**src/rtl/l1_cache_ctrl_fsm_pkg.sv**
```systemverilog
// -----------------------------------------------------------------------------
// l1_cache_ctrl_fsm_pkg
//  Shared definitions for the L1 cache miss-handling controller:
//   - STATE_W      : width of the exported state code
//   - l1c_state_e  : state encodings (IDLE=0 .. COMMIT=4); codes 5..7 are
//                    illegal and recover to IDLE
//   - way_width()  : way-index width, at least one bit even for a
//                    direct-mapped cache
// -----------------------------------------------------------------------------
package l1_cache_ctrl_fsm_pkg;

    localparam int STATE_W = 3;

    typedef enum logic [STATE_W-1:0] {
        ST_IDLE      = 3'd0,
        ST_LOOKUP    = 3'd1,
        ST_WRITEBACK = 3'd2,
        ST_REFILL    = 3'd3,
        ST_COMMIT    = 3'd4
    } l1c_state_e;

    function automatic int way_width(input int num_ways);
        return (num_ways > 1) ? $clog2(num_ways) : 1;
    endfunction

endpackage

```
**src/rtl/l1_cache_ctrl_fsm_beat_counter.sv**
```systemverilog
// -----------------------------------------------------------------------------
// l1_cache_ctrl_fsm_beat_counter
//  Beat index for the single active bus burst (writeback or refill share it).
//  Ports:
//   i_clk    clock
//   i_rst_n  synchronous active-low reset (count -> 0)
//   i_clr    force count to 0 (has priority over i_inc)
//   i_inc    one beat completed; wraps to 0 after the last beat
//   o_cnt    current beat index
//   o_last   count is on the final beat of the line
// -----------------------------------------------------------------------------
module l1_cache_ctrl_fsm_beat_counter #(
    parameter int BEATS  = 4,
    parameter int BEAT_W = $clog2(BEATS)
) (
    input  logic              i_clk,
    input  logic              i_rst_n,
    input  logic              i_clr,
    input  logic              i_inc,
    output logic [BEAT_W-1:0] o_cnt,
    output logic              o_last
);

    localparam logic [BEAT_W-1:0] CNT_ONE  = BEAT_W'(1);
    localparam logic [BEAT_W-1:0] CNT_LAST = BEAT_W'(BEATS - 1);

    logic [BEAT_W-1:0] r_cnt;

    assign o_cnt  = r_cnt;
    assign o_last = (r_cnt == CNT_LAST);

    // Beat counter: clear wins, final beat returns to 0 for the next burst.
    always_ff @(posedge i_clk) begin
        if (!i_rst_n) begin
            r_cnt <= {BEAT_W{1'b0}};
        end else if (i_clr) begin
            r_cnt <= {BEAT_W{1'b0}};
        end else if (i_inc) begin
            r_cnt <= o_last ? {BEAT_W{1'b0}} : (r_cnt + CNT_ONE);
        end else begin
            r_cnt <= r_cnt;
        end
    end

endmodule

```
**src/rtl/l1_cache_ctrl_fsm.sv**
```systemverilog
// -----------------------------------------------------------------------------
// l1_cache_ctrl_fsm
//  L1 cache miss-handling FSM: lookup, multi-beat dirty-victim writeback,
//  multi-beat refill and commit, with an abort policy driven by i_core_en.
//  Optional feature macro: L1_CACHE_FSM_PERF_CNT_EN (saturating perf counters;
//  when undefined the perf outputs are tied to zero).
//  Ports:
//   i_clk, i_rst_n            clock, synchronous active-low reset
//   i_core_en                 cache enable, low requests an abort
//   i_core_req_vld/_rd        core request (rd=1 read, 0 write)
//   o_core_req_rdy            request accepted (IDLE only)
//   i_tag_hit, i_hit_way      lookup result, sampled in LOOKUP
//   i_victim_way/_dirty       replacement candidate, sampled in LOOKUP
//   o_bus_wr_req/i_bus_wr_ack writeback burst request / per-beat accept
//   o_bus_rd_req/i_bus_rd_vld refill burst request / per-beat return
//   o_beat_idx                beat index of the active burst
//   o_sel_way                 way latched for this access
//   o_fill_we                 write refill beat into o_sel_way
//   o_tag_we, o_data_we       commit strobes
//   o_lru_upd, o_done         completion strobes
//   o_fsm_state(_d1)          state code and its one-cycle-delayed copy
//   o_perf_*                  hit / miss / writeback counters
// -----------------------------------------------------------------------------
module l1_cache_ctrl_fsm
    import l1_cache_ctrl_fsm_pkg::*;
#(
    parameter  int BEATS    = 4,
    parameter  int NUM_WAYS = 2,
    parameter  int PERF_W   = 32,
    localparam int BEAT_W   = $clog2(BEATS),
    localparam int WAY_W    = way_width(NUM_WAYS)
) (
    input  logic               i_clk,
    input  logic               i_rst_n,
    input  logic               i_core_en,
    input  logic               i_core_req_vld,
    input  logic               i_core_req_rd,
    output logic               o_core_req_rdy,
    input  logic               i_tag_hit,
    input  logic [WAY_W-1:0]   i_hit_way,
    input  logic [WAY_W-1:0]   i_victim_way,
    input  logic               i_victim_dirty,
    output logic               o_bus_wr_req,
    input  logic               i_bus_wr_ack,
    output logic               o_bus_rd_req,
    input  logic               i_bus_rd_vld,
    output logic [BEAT_W-1:0]  o_beat_idx,
    output logic [WAY_W-1:0]   o_sel_way,
    output logic               o_fill_we,
    output logic               o_tag_we,
    output logic               o_data_we,
    output logic               o_lru_upd,
    output logic               o_done,
    output logic [STATE_W-1:0] o_fsm_state,
    output logic [STATE_W-1:0] o_fsm_state_d1,
    output logic [PERF_W-1:0]  o_perf_hit_cnt,
    output logic [PERF_W-1:0]  o_perf_miss_cnt,
    output logic [PERF_W-1:0]  o_perf_wb_cnt
);

    l1c_state_e        r_state;
    l1c_state_e        w_state_nxt;
    logic [STATE_W-1:0] r_state_d1;
    logic              r_req_rd;
    logic              r_miss;
    logic              r_abort;
    logic [WAY_W-1:0]  r_sel_way;

    logic              w_accept;
    logic              w_abort_any;
    logic              w_cnt_inc;
    logic              w_cnt_clr;
    logic              w_cnt_last;
    logic [BEAT_W-1:0] w_beat_idx;

    assign w_accept    = (r_state == ST_IDLE) && i_core_req_vld && i_core_en;
    // An abort seen on the very cycle a burst ends counts the same as an
    // earlier one, so the live enable is folded into the sticky flag here.
    assign w_abort_any = r_abort || !i_core_en;

    assign o_fsm_state    = r_state;
    assign o_fsm_state_d1 = r_state_d1;
    assign o_beat_idx     = w_beat_idx;
    assign o_sel_way      = r_sel_way;

    l1_cache_ctrl_fsm_beat_counter #(
        .BEATS  (BEATS),
        .BEAT_W (BEAT_W)
    ) u_beat_cnt (
        .i_clk   (i_clk),
        .i_rst_n (i_rst_n),
        .i_clr   (w_cnt_clr),
        .i_inc   (w_cnt_inc),
        .o_cnt   (w_beat_idx),
        .o_last  (w_cnt_last)
    );

    // State register.
    always_ff @(posedge i_clk) begin
        if (!i_rst_n) begin
            r_state <= ST_IDLE;
        end else begin
            r_state <= w_state_nxt;
        end
    end

    // Delayed state copy: deliberately not reset so it tracks the state code
    // by exactly one cycle even across a reset.
    always_ff @(posedge i_clk) begin
        r_state_d1 <= r_state;
    end

    // Per-request context: access type at accept, hit/miss and way at lookup.
    always_ff @(posedge i_clk) begin
        if (!i_rst_n) begin
            r_req_rd  <= 1'b0;
            r_miss    <= 1'b0;
            r_sel_way <= {WAY_W{1'b0}};
        end else begin
            if (w_accept) begin
                r_req_rd <= i_core_req_rd;
            end
            if (r_state == ST_LOOKUP) begin
                r_miss    <= !i_tag_hit;
                r_sel_way <= i_tag_hit ? i_hit_way : i_victim_way;
            end
        end
    end

    // Sticky abort: set by a disable during a burst, cleared once back in IDLE.
    always_ff @(posedge i_clk) begin
        if (!i_rst_n) begin
            r_abort <= 1'b0;
        end else if (r_state == ST_IDLE) begin
            r_abort <= 1'b0;
        end else if (((r_state == ST_WRITEBACK) || (r_state == ST_REFILL)) && !i_core_en) begin
            r_abort <= 1'b1;
        end else begin
            r_abort <= r_abort;
        end
    end

    // Next-state and strobe decode.
    always_comb begin
        w_state_nxt    = r_state;
        o_core_req_rdy = 1'b0;
        o_bus_wr_req   = 1'b0;
        o_bus_rd_req   = 1'b0;
        o_fill_we      = 1'b0;
        o_tag_we       = 1'b0;
        o_data_we      = 1'b0;
        o_lru_upd      = 1'b0;
        o_done         = 1'b0;
        w_cnt_inc      = 1'b0;
        w_cnt_clr      = 1'b0;

        case (r_state)
            ST_IDLE: begin
                o_core_req_rdy = i_core_en;
                w_cnt_clr      = 1'b1;
                if (w_accept) begin
                    w_state_nxt = ST_LOOKUP;
                end else begin
                    w_state_nxt = ST_IDLE;
                end
            end

            ST_LOOKUP: begin
                w_cnt_clr = 1'b1;
                if (!i_core_en) begin
                    w_state_nxt = ST_IDLE;
                end else if (i_tag_hit) begin
                    if (r_req_rd) begin
                        o_done      = 1'b1;
                        o_lru_upd   = 1'b1;
                        w_state_nxt = ST_IDLE;
                    end else begin
                        w_state_nxt = ST_COMMIT;
                    end
                end else if (i_victim_dirty) begin
                    w_state_nxt = ST_WRITEBACK;
                end else begin
                    w_state_nxt = ST_REFILL;
                end
            end

            ST_WRITEBACK: begin
                o_bus_wr_req = 1'b1;
                w_cnt_inc    = i_bus_wr_ack;
                if (i_bus_wr_ack && w_cnt_last) begin
                    w_state_nxt = w_abort_any ? ST_IDLE : ST_REFILL;
                end else begin
                    w_state_nxt = ST_WRITEBACK;
                end
            end

            ST_REFILL: begin
                o_bus_rd_req = 1'b1;
                o_fill_we    = i_bus_rd_vld;
                w_cnt_inc    = i_bus_rd_vld;
                if (i_bus_rd_vld && w_cnt_last) begin
                    w_state_nxt = w_abort_any ? ST_IDLE : ST_COMMIT;
                end else begin
                    w_state_nxt = ST_REFILL;
                end
            end

            ST_COMMIT: begin
                w_cnt_clr   = 1'b1;
                w_state_nxt = ST_IDLE;
                if (i_core_en) begin
                    o_tag_we  = r_miss;
                    o_data_we = !r_req_rd;
                    o_lru_upd = 1'b1;
                    o_done    = 1'b1;
                end else begin
                    o_tag_we  = 1'b0;
                    o_data_we = 1'b0;
                    o_lru_upd = 1'b0;
                    o_done    = 1'b0;
                end
            end

            default: begin
                w_cnt_clr   = 1'b1;
                w_state_nxt = ST_IDLE;
            end
        endcase
    end

`ifdef L1_CACHE_FSM_PERF_CNT_EN
    localparam logic [PERF_W-1:0] PERF_ONE = PERF_W'(1);

    logic [PERF_W-1:0] r_perf_hit;
    logic [PERF_W-1:0] r_perf_miss;
    logic [PERF_W-1:0] r_perf_wb;

    function automatic logic [PERF_W-1:0] sat_inc(input logic [PERF_W-1:0] v);
        return (&v) ? v : (v + PERF_ONE);
    endfunction

    // Performance counters: classified at lookup, so aborted requests count too.
    always_ff @(posedge i_clk) begin
        if (!i_rst_n) begin
            r_perf_hit  <= {PERF_W{1'b0}};
            r_perf_miss <= {PERF_W{1'b0}};
            r_perf_wb   <= {PERF_W{1'b0}};
        end else if (r_state == ST_LOOKUP) begin
            if (i_tag_hit) begin
                r_perf_hit <= sat_inc(r_perf_hit);
            end else begin
                r_perf_miss <= sat_inc(r_perf_miss);
            end
            if (w_state_nxt == ST_WRITEBACK) begin
                r_perf_wb <= sat_inc(r_perf_wb);
            end
        end
    end

    assign o_perf_hit_cnt  = r_perf_hit;
    assign o_perf_miss_cnt = r_perf_miss;
    assign o_perf_wb_cnt   = r_perf_wb;
`else
    assign o_perf_hit_cnt  = {PERF_W{1'b0}};
    assign o_perf_miss_cnt = {PERF_W{1'b0}};
    assign o_perf_wb_cnt   = {PERF_W{1'b0}};
`endif

endmodule

```
**config.mk**
```make
export PLATFORM = sky130hd
export DESIGN_NAME = l1_cache_ctrl_fsm
export DESIGN_NICKNAME = d
export VERILOG_FILES = /design/src/rtl/l1_cache_ctrl_fsm_pkg.sv /design/src/rtl/l1_cache_ctrl_fsm_beat_counter.sv /design/src/rtl/l1_cache_ctrl_fsm.sv
export SDC_FILE = /design/constraint.sdc
export NUM_CORES = 1
export LEC_CHECK = 0
export CORE_ASPECT_RATIO = 1.4
export CORE_MARGIN = 3
export CORE_UTILIZATION = 28
export CTS_CLUSTER_DIAMETER = 100
export DETAILED_ROUTE_END_ITERATION = 8
export HOLD_SLACK_MARGIN = 0.12
export PLACE_DENSITY_LB_ADDON = 0.05
export SKIP_CTS_REPAIR_TIMING = 1
export SLEW_MARGIN = 20
export SYNTH_ARGS = -nofsm -noshare
export SYNTH_HDL_FRONTEND = slang
export SYNTH_SLANG_ARGS = --single-unit
```
**constraint.sdc**
```tcl
create_clock -name i_clk -period 1.28 [get_ports i_clk]
set_input_delay 0.256 -clock i_clk [delete_from_list [all_inputs] [get_ports i_clk]]
set_output_delay 0.256 -clock i_clk [all_outputs]
set_load 0.05 [all_outputs]
```
=== Word level (Yosys, flattened, before mapping) ===
Index checks and enable logic that the tools add are counted.

* Add/sub/neg operators: 1
* Multiply operators: 0
* Div/mod/pow operators: 0
* Magnitude comparators: 0
* Equality and inequality tests: 5
* Shift-type cells: 0
* Mux-type cells: 26
* Bitwise operators: 1
* Reductions and logical operators: 14

{| class="wikitable"
|+ Operators by type and width
! cell !! number
|-
| two-way mux 1 bit || 15
|-
| two-way mux 3 bit || 5
|-
| one-hot mux 3 bit (4 select lines) || 1
|-
| equality test 3 x 2 -> 1 bit (second input constant) || 2
|-
| two-way mux 2 bit || 3
|-
| logical AND 1 bit || 5
|-
| one-hot mux 1 bit (2 select lines) || 2
|-
| OR reduction 2 bit || 2
|-
| equality test 3 x 1 -> 1 bit (second input constant) || 1
|-
| equality test 3 bit (second input constant) || 1
|-
| logical NOT 1 bit || 3
|-
| logical NOT 3 bit || 1
|-
| adder 2 x 1 -> 2 bit (second input constant) || 1
|-
| equality test 2 bit (second input constant) || 1
|-
| logical OR 1 bit || 2
|-
| AND reduction 2 bit || 1
|-
| inverter 1 bit || 1
|}

* Register bits: 12
* Latch bits: 0
* RAM bits: 0
* Bits in read-only memories: 0
* Input port bits: 11
* Output and inout bits: 113
* Word-level logic and storage cells: 54
* Memories: 0

=== Depth between registers and ports, before layout ===
* Depth in word-level cells: 5
* Mapped depth: 5
* Depth with buffers taken out: 4

=== Hierarchy ===
From an unflattened synthesis, not the netlist that was laid out.

* Cells, all modules: 165
* Area total of the unflattened synthesis: 1,348.8 µm²

{| class="wikitable"
|+ By module, submodules not included
! module !! instances !! cells each !! area an instance (µm²) !! seq. area each (µm²)
|-
| l1_cache_ctrl_fsm || 1 || 156 || 1,252.5 || 200.2
|-
| l1_cache_ctrl_fsm_beat_counter || 1 || 9 || 96.3 || 40.0
|}

=== Worst setup path after synthesis ===
OpenSTA, ideal clock, no wires.

* Kind: reg2out
* From: reg r_state[2] (netlist: o_fsm_state[2])
* To: out o_tag_we
* Data arrival time: 2.521 ns
* Required time: 1.024 ns
* Slack: -1.497 ns
* Cell stages (with the launch flop): 3
* Path buffers: 1
* Cell sequence: dfxtp_1 -> clkbuf_1 -> nor4bb_1

* Longest elaborated chain between the ends: 2

{| class="wikitable"
|+ Ends and longest elaborated chain
! item !! RTL line !! RTL
|-
| start, declared || l1_cache_ctrl_fsm.sv:61 || <nowiki>l1c_state_e r_state;</nowiki>
|-
| start signal, assigned || l1_cache_ctrl_fsm.sv:103 || <nowiki>r_state <= w_state_nxt;</nowiki>
|-
| equality test 3 bit || l1_cache_ctrl_fsm.sv:157 || <nowiki>case (r_state)</nowiki>
|-
| two-way mux 1 bit || l1_cache_ctrl_fsm.sv:157 ||
|-
| end, declared || l1_cache_ctrl_fsm.sv:50 || <nowiki>output logic o_tag_we,</nowiki>
|}

No other way between the ends.

=== Worst setup path in the final report ===
* From: reg r_state[1] (netlist: o_fsm_state[1])
* To: out o_data_we

* Longest elaborated chain between the ends: 2

{| class="wikitable"
|+ Ends and longest elaborated chain
! item !! RTL line !! RTL
|-
| equality test 3 bit || l1_cache_ctrl_fsm.sv:157 ||
|-
| two-way mux 1 bit || l1_cache_ctrl_fsm.sv:157 ||
|-
| end, declared || l1_cache_ctrl_fsm.sv:51 || <nowiki>output logic o_data_we,</nowiki>
|}

No other way between the ends.

==> impl_metrics.env <==
export IMPL_ios=124
export IMPL_drt_pass1_iter_count=4
export IMPL_netlist_instances=164
export IMPL_synth_area_leaders="buf_4 55%, dfxtp_1 18%, a21oi_1 1.9%"
export IMPL_crit_buf_inv=2
export IMPL_yosys_area_share_xor_xnor=0
export IMPL_fillers=470
export IMPL_maxSlewViolCount=0
export IMPL_route_detailed_drc=0
export IMPL_synth_mux_area_frac=0.01501
export IMPL_finalCritPeriodShare=1.193
export IMPL_grt_pass1_vias=792
export IMPL_arrival_ns=1.27
export IMPL_yosysMostFrequentCell="buf_4"
export IMPL_n_antenna_cell=0
export IMPL_wl_per_cell_um=9.968
export IMPL_viasPerCell=3.477
export IMPL_die_w_um=64.33
export IMPL_fin_nets=230
export IMPL_grt_ovfl_total=0
export IMPL_postLayoutCellArea_mm2=0.001884
export IMPL_area_delta_synth_final_pct=41.28
export IMPL_drv_cap=0
export IMPL_cts_buffers=3
export IMPL_path_delay_family="simple AND/OR/NAND/NOR gates"
export IMPL_grt_usage=0.08997
export IMPL_cp_start_kind="flip-flop"
export IMPL_setup_violations=9
export IMPL_total_leakage_power_nw=0.8886
export IMPL_hpwl_um=2314
export IMPL_synth_edf_count=0
export IMPL_power_density_mw_per_mm2=864.6
export IMPL_start_util=0.2917
export IMPL_crit_type="reg2out"
export IMPL_fp_dieH_um=87.66
export IMPL_synth_compound_gate_area_share=0.07692
export IMPL_synth_area_mm2=0.001334
export IMPL_portBuffers=27
export IMPL_ys_seq_area_frac=0.1801
export IMPL_grt_pass1_wl_um=3933
export IMPL_ant_nets=0
export IMPL_synth_simple_gate_area_frac=0.1604
export IMPL_clock_latency_ns=0.24
export IMPL_drive_gt1_frac=0.3318
export IMPL_finClkSkew_ns=0.006223
export IMPL_yosys_area_top_type="buf_4"
export IMPL_violations="setup timing"
export IMPL_status="finished, violations left"
export IMPL_num_vias=970
export IMPL_fin_crit_ns=1.527
export IMPL_finalWirelength_um=2781
export IMPL_cp_max_fo=5
export IMPL_cts_tree="yes"
export IMPL_p_total_mw=1.629
export IMPL_dieArea_mm2=0.005639
export IMPL_slowest_stage="dfxtp_4"
export IMPL_slowest_delay_ns=0.36
export IMPL_clock_path_buffers=2
export IMPL_hp_class="reg2reg"
export IMPL_drt_iter0_markers=11
export IMPL_fmax_mhz=654.8
export IMPL_cts_clk_slew_worst_paths_ns=0.05
export IMPL_synth_top_family_by_area="buffers and inverters"
export IMPL_crit_chain="nand2b_4 -> buf_6 -> nor3b_4 -> buf_12"
export IMPL_rsz0062_at_grt="yes"
export IMPL_ir_worst_vdd_v=0.0003558
export IMPL_row_count=29
export IMPL_required_ns=1.02
export IMPL_synth_cell_types=32
export IMPL_setup_ws_ns=-0.2472
export IMPL_synth_commonest_cells="97 x buf_4, 12 x dfxtp_1, 5 x a21oi_1"
export IMPL_synth_flop_cell="dfxtp_1"
export IMPL_grt_start_max_net_pins=11
export IMPL_antenna_found_initial=0
export IMPL_async_flop_share=0
export IMPL_yosys_area_top_type_share=0.5460
export IMPL_dpl_instance_area_mm2=0.001698
export IMPL_root_buffer="clkbuf_8"
export IMPL_avgSynthCellArea_um2=8.133
export IMPL_ys_ff_latch=12
export IMPL_coreArea_mm2=0.004572
export IMPL_place_congestion=0.6907
export IMPL_final_hold_viol_count=0
export IMPL_ctsHtreeMaxLevel=1
export IMPL_cts_sinks=12
export IMPL_synth_warnings=0
export IMPL_synth_fa_ha_area_frac=0.009381
export IMPL_worstSetupEndpointType="output pin"
-- worst paths after layout --
check	cells after the start	from	endpoint	slack [ns]
worst max-delay path	4	o_fsm_state[1]	o_data_we	-0.25
worst min-delay path	2	r_miss	r_miss	0.51
worst max register to register	4	o_fsm_state[2]	u_beat_cnt.o_cnt[0]	-0.12
worst min register to register	2	r_miss	r_miss	0.51
-- area by class of cell --
cell class                 instances  area, µm²  area share
clock buffer                       4      45.04     0.02390
sequential                        12      259.0      0.1374
inverter                           1      3.754    0.001992
tap                               62      77.57     0.04117
multi-input combinational        147      838.3      0.4449
timing repair buffer              53      660.6      0.3506
-- state kept, by name (all words and copies together) (netlist names) --
name and cells:
r_abort 1, r_req_rd 1, o_fsm_state_d1 3, u_beat_cnt.o_cnt 2
o_fsm_state 3, o_sel_way 1, r_miss 1
-- per-stage QoR --
| step | worst slack (ns) | instances | util | setup TNS, ns | hold slack [ns] |
|---|---|---|---|---|---|
| detailed placement | -0.4112 | 266 | 0.3714 | -3.349 | 0.5050 |
| global route | -0.2973 | 279 | 0.4122 | -2.416 | 0.5434 |
| CTS | -0.4191 | 270 | 0.3812 | -2.632 | 0.5129 |
| global placement | -0.3951 | 266 | 0.3714 | -3.115 | 0.4929 |
| floorplan | -0.3599 | 259 | - | -2.025 | 0.3516 |
| finish | -0.2472 | 279 | 0.4122 | -1.732 | 0.5077 |
-- worst min-delay path: stages (launching register included) --
cell	delay, ns
dfxtp_1	0.31
nor2_1	0.10
a211oi_1	0.05
-- cells in the final DEF, fill, tap and decap left out, drive strengths merged --
cell,Yosys,routed
o21ai,5,5
and3,1,1
a211oi,2,2
clkbuf,1,4
or4,1,1
a21oi,5,5
nor4bb,1,1
nand4,1,1
nand3b,3,3
nor4b,1,1
and2,1,1
clkdlybuf4s50,0,9
dfxtp,12,12
nand2,2,2
nor2b,4,4
nand3,3,3
a21bo,1,1
a32oi,1,1
conb,1,96
nor2,4,4
nor3b,3,3
buf,98,43
nand2b,3,3
ha,1,1
mux2i,2,2
inv,1,1
and3b,1,1
dlymetal6s2s,0,1
nor4,1,1
nand4bb,1,1
a31oi,3,3
-- cells by family after synthesis --
family          Yosys count
simple gates             31
buf+inv                 100
fa+ha+maj                 1
mux                       2
flops                    12
other cells               1
compound gates           17
-- metal layers --
metal  share of wire  routed length [µm]  track usage
met2            0.54                1491       0.1626
met3            0.11                 308      0.01926
met4           0.020                  55      0.05192
met1            0.33                 925      0.09590
met5               0                   0            0
-- report_power, final --
part           leakage [nW]  total (mW)  switching (mW)  internal (mW)
sequential            0.101       0.389          0.0123          0.376
clock                0.0228       0.367           0.147          0.220
combinational         0.765       0.874           0.732          0.142
total                 0.889        1.63           0.891          0.738
Note: power is estimated with default switching activity, not from simulation.
